[src/rtl/wir_ctrl.sv]
// Wrapper instruction register, bypass register and mode decoder for the wrapped core.
// Shifts/updates the serial WIR, decodes it into boundary-cell mode controls and muxes WSO.
module wir_ctrl #(
  parameter int unsigned WIR_W = 4
) (
  input  logic WRCK,
  input  logic RESET,
  input  logic WSI,
  input  logic SelectWIR,
  input  logic ShiftWR,
  input  logic CaptureWR,
  input  logic UpdateWR,
  input  logic wbr_so,
  output logic WSO,
  output logic wir_extest,
  output logic wir_wpc,
  output logic wir_wbr_concat,
  output logic extest,
  output logic hold_inputs,
  output logic hold_outputs,
  output logic scanmode,
  output logic mbistmode,
  output logic bus_disable,
  output logic wbr_concat,
  output logic wpp_bypass,
  output logic wby_shift,
  output logic wse_inputs,
  output logic wse_outputs,
  output logic se
);

  localparam logic [WIR_W-1:0] OP_EXTEST = WIR_W'(4'b0001);
  localparam logic [WIR_W-1:0] OP_INTEST = WIR_W'(4'b0010);
  localparam logic [WIR_W-1:0] OP_SCAN   = WIR_W'(4'b0011);
  localparam logic [WIR_W-1:0] OP_MBIST  = WIR_W'(4'b0100);
  localparam logic [WIR_W-1:0] OP_CLAMP  = WIR_W'(4'b0101);
  localparam logic [WIR_W-1:0] OP_SAFE   = WIR_W'(4'b0110);
  localparam logic [WIR_W-1:0] OP_WPBYP  = WIR_W'(4'b0111);
  localparam logic [WIR_W-1:0] OP_CONCAT = WIR_W'(4'b1000);
  localparam logic [WIR_W-1:0] OP_WPC    = WIR_W'(4'b1001);

  logic [WIR_W-1:0] wir_sr_q, wir_sr_d;
  logic [WIR_W-1:0] wir_ur_q, wir_ur_d;
  logic             wby_q, wby_d;
  logic             wby_path;
  logic             data_shift;

  // Update always samples the pre-edge shift stage; capture wins over shift.
  always_comb begin
    wir_sr_d = wir_sr_q;
    wir_ur_d = wir_ur_q;
    wby_d    = wby_q;
    if (SelectWIR) begin
      if (CaptureWR) begin
        wir_sr_d = wir_ur_q;
      end else if (ShiftWR) begin
        wir_sr_d = {WSI, wir_sr_q[WIR_W-1:1]};
      end
      if (UpdateWR) begin
        wir_ur_d = wir_sr_q;
      end
    end else if (wby_path) begin
      if (CaptureWR) begin
        wby_d = 1'b0;
      end else if (ShiftWR) begin
        wby_d = WSI;
      end
    end
  end

  always_ff @(posedge WRCK) begin
    if (RESET) begin
      wir_sr_q <= '0;
      wir_ur_q <= '0;
      wby_q    <= 1'b0;
    end else begin
      wir_sr_q <= wir_sr_d;
      wir_ur_q <= wir_ur_d;
      wby_q    <= wby_d;
    end
  end

  // Unlisted opcodes fall through to the bypass decode.
  always_comb begin
    wir_extest     = 1'b0;
    wir_wpc        = 1'b0;
    wir_wbr_concat = 1'b0;
    extest         = 1'b0;
    hold_inputs    = 1'b0;
    hold_outputs   = 1'b0;
    scanmode       = 1'b0;
    mbistmode      = 1'b0;
    bus_disable    = 1'b0;
    wbr_concat     = 1'b0;
    wpp_bypass     = 1'b0;
    wby_path       = 1'b1;
    case (wir_ur_q)
      OP_EXTEST: begin
        wir_extest  = 1'b1;
        extest      = 1'b1;
        hold_inputs = 1'b1;
        wby_path    = 1'b0;
      end
      OP_INTEST: begin
        hold_outputs = 1'b1;
        scanmode     = 1'b1;
        wby_path     = 1'b0;
      end
      OP_SCAN:  scanmode   = 1'b1;
      OP_MBIST: mbistmode  = 1'b1;
      OP_CLAMP: hold_outputs = 1'b1;
      OP_SAFE: begin
        hold_outputs = 1'b1;
        bus_disable  = 1'b1;
      end
      OP_WPBYP: wpp_bypass = 1'b1;
      OP_CONCAT: begin
        wir_wbr_concat = 1'b1;
        wbr_concat     = 1'b1;
        scanmode       = 1'b1;
        wby_path       = 1'b0;
      end
      OP_WPC:   wir_wpc    = 1'b1;
      default:  ;
    endcase
  end

  assign data_shift  = ShiftWR & ~SelectWIR;
  assign wby_shift   = data_shift & wby_path;
  assign wse_inputs  = data_shift & ~wby_path;
  assign wse_outputs = data_shift & ~wby_path;
  assign se          = data_shift & scanmode;

  assign WSO = SelectWIR ? wir_sr_q[0] : (wby_path ? wby_q : wbr_so);

endmodule

[config.mk]
export PLATFORM = sky130hd
export DESIGN_NAME = wir_ctrl
export DESIGN_NICKNAME = d
export VERILOG_FILES = /design/src/rtl/wir_ctrl.sv
export SDC_FILE = /design/constraint.sdc
export NUM_CORES = 1
export LEC_CHECK = 0
export ABC_AREA = 1
export CORE_AREA = 8 8 45 47
export CTS_BUF_LIST = sky130_fd_sc_hd__clkbuf_16
export DETAILED_ROUTE_END_ITERATION = 8
export DIE_AREA = 0 0 53 55
export DONT_BUFFER_PORTS = 1
export PLACE_DENSITY = 0.62
export SLEW_MARGIN = 40
export SYNTH_ARGS = -nofsm -noshare
export SYNTH_HDL_FRONTEND = slang
export SYNTH_SLANG_ARGS = --single-unit
[constraint.sdc]
create_clock -name WRCK -period 1.3 [get_ports WRCK]
set_input_delay 0.26 -clock WRCK [delete_from_list [all_inputs] [get_ports WRCK]]
set_output_delay 0.26 -clock WRCK [all_outputs]
set_load 0.02 [all_outputs]
==> metrics <==
Crit Path Class=reg -> out; Die ar.=2920 sq um; max-slew violations=0; CP Launch Type=flop; Placer Congestion=0.728; root buffer cell=clkbuf_16; drt wl/cell=14.2 microns; Lkg Pwr=0.461 nW; Syn. warnings=0; detailed placement HPWL=1.20 mm; Initial Util=0.418; DR vias/cell=5.09; violated checks=negative setup slack; Sink Count=9; post-synthesis register bit count=9; most common cell after layout, fill and taps aside=buf_4; fmax=0.662 GHz; measured slew at the worst slew-check pin=0.331 ns; die width=53 microns; Min-Delay Path Class=in -> reg; post-synth top area share=0.312; Finished Cell Area=1060 sq um; register area share after synthesis=0.312; placed insts=119; commonest cells after routing, fill and taps aside=buf_4, buf_6, inv_1; number of DRC markers in iteration 0=9; CTS buffer count=3; TritonCTS clock tree=yes; period utilisation layout=1.16; Port Buf Inserts=0; Final nets=121; max_slew headroom=0.779; first-pass iteration count of the detailed router=4; non-filler cells, final=128; fillers=103; fin crit period=1.51 ns; RSZ-0062 raised after global routing=true; pin count of the biggest net entering global routing=10; setup TNS=-1.99 ns; Net Count, Synth=96; outcome=finished with violations; Syn-to-layout area delta=82.9%; Worst VDD drop=997 uV; Netlist cell types=19; I/O pin count=24; final setup margin=-0.211 ns; initial antenna violation count=0; cell accounting for the most synthesized area=dfxtp_1; Layout Utilization=0.764; top cells by area, synth=dfxtp_1, nand2_1, a21oi_1; final setup fails=16; required time of the critical path=1.04 ns; GRT overflow=0; max-cap violations=0; Clk pin slew, worst setup/hold paths=0.04 ns; final hold violations=0; Core Region=1380 sq um; clk buf depth=2; PwrDens=1110 nW/um^2; WL final=1.82 mm; drc violations=0; number of H-tree levels=1; Worst-Skew Late Latency=0.23 ns; global-route wire length before repair=2.61 mm; CP max FO=5; global-route usage over all layers=0.123; Layout Skew=0.000406 ns; synthesized cell area=578 sq um; Std-Cell Rows=14; number of routed nets with antenna violations=0; diodes inserted=0; Worst setup EP type=primary output; area post-placement=739 sq um; mean area per synthesized cell=6.57 sq um; Die Y-Extent=55 microns; share of layout cells above drive strength 1=0.554; routed vias=651; Tot Pwr=0.00118 W; synthesized instance count=88; vias in the first global route=616; worst path arrival time=1.25 ns
==> critical path: stages (launching register included) <==
cell,delay (ns)
dfxtp_4,0.38
inv_2,0.05
nand2_2,0.06
nand2_2,0.07
nand2_4,0.11
nand2_4,0.06
nor2_2,0.14
buf_6,0.13
==> cell type report <==
class | count | area (sq um) | share of cell area
clock buffer | 3 | 75.1 | 0.0710
clock inverter | 1 | 3.75 | 0.00355
inverter | 15 | 63.8 | 0.0604
multi-input combinational | 59 | 458 | 0.433
sequential | 9 | 195 | 0.185
tap | 16 | 20.0 | 0.0189
timing repair buffer | 25 | 241 | 0.228
==> cell usage after synthesis <==
master	count
a21boi_1	1
nand4_1	1
o21ai_1	8
inv_1	12
nand3_2	2
o21ai_4	1
nand2_4	1
nand2_1	16
a21oi_1	9
nor3_1	4
a211oi_1	1
nand3_1	2
buf_4	5
dfxtp_1	9
o21ai_0	3
nand2_2	2
inv_2	3
nor2_1	7
nor2_2	1
==> cells by family after synthesis <==
logic type,share of synthesized area
AND/OR/NAND/NOR,0.299
buffers and inverters,0.162
flip-flops,0.312
AO/OA/AOI/OAI,0.227
==> worst paths after layout <==
path / start / to / slack (ns) / cells after the start
worst max-delay path: wir_ur_q[1] / wby_shift / -0.21 / 7
worst min register to register: wir_sr_q[1] / wir_sr_q[1] / 0.46 / 2
worst max register to register: wir_ur_q[1] / wby_q / 0.10 / 10
worst min-delay path: RESET / wir_ur_q[0] / 0.10 / 1
==> report_power, final <==
group | switching (W) | internal, W
clock | 0.000128 | 0.000401
combinational | 0.000186 | 0.000141
sequential | 0.0000248 | 0.000296
==> what timing repair did <==
action / 4_1_cts / 5_1_grt
setup buffers: 1 / 4
hold buffers: 0 / 0
gates resized for setup: 39 / 16
pin swaps: 7 / 11
endpoints found under the setup margin: 16 / 16
==> metrics by stage <==
stage / hold slack (ns) / worst slack [ns]
3_3_place_gp: 0.339 / 0.00638
2_1_floorplan: 0.338 / 0.000565
4_1_cts: 0.0973 / -0.161
5_1_grt: 0.0960 / -0.285
6_report: 0.103 / -0.211
3_5_place_dp: 0.351 / -0.0594
==> metal layers <==
layer / track usage / vias up / part of all wire
li1: - / 332 / -
met1: 0.118 / 292 / 0.38
met2: 0.221 / 22 / 0.53
met3: 0.0374 / 5 / 0.066
met4: 0.0905 / 0 / 0.022
met5: 0 / - / 0
==> registers in the layout, summed over array words and instances (netlist names) <==
signal and cells:
wir_sr_q 4, wby_q 1, wir_ur_q 4
(Power assumes the default switching activity.)
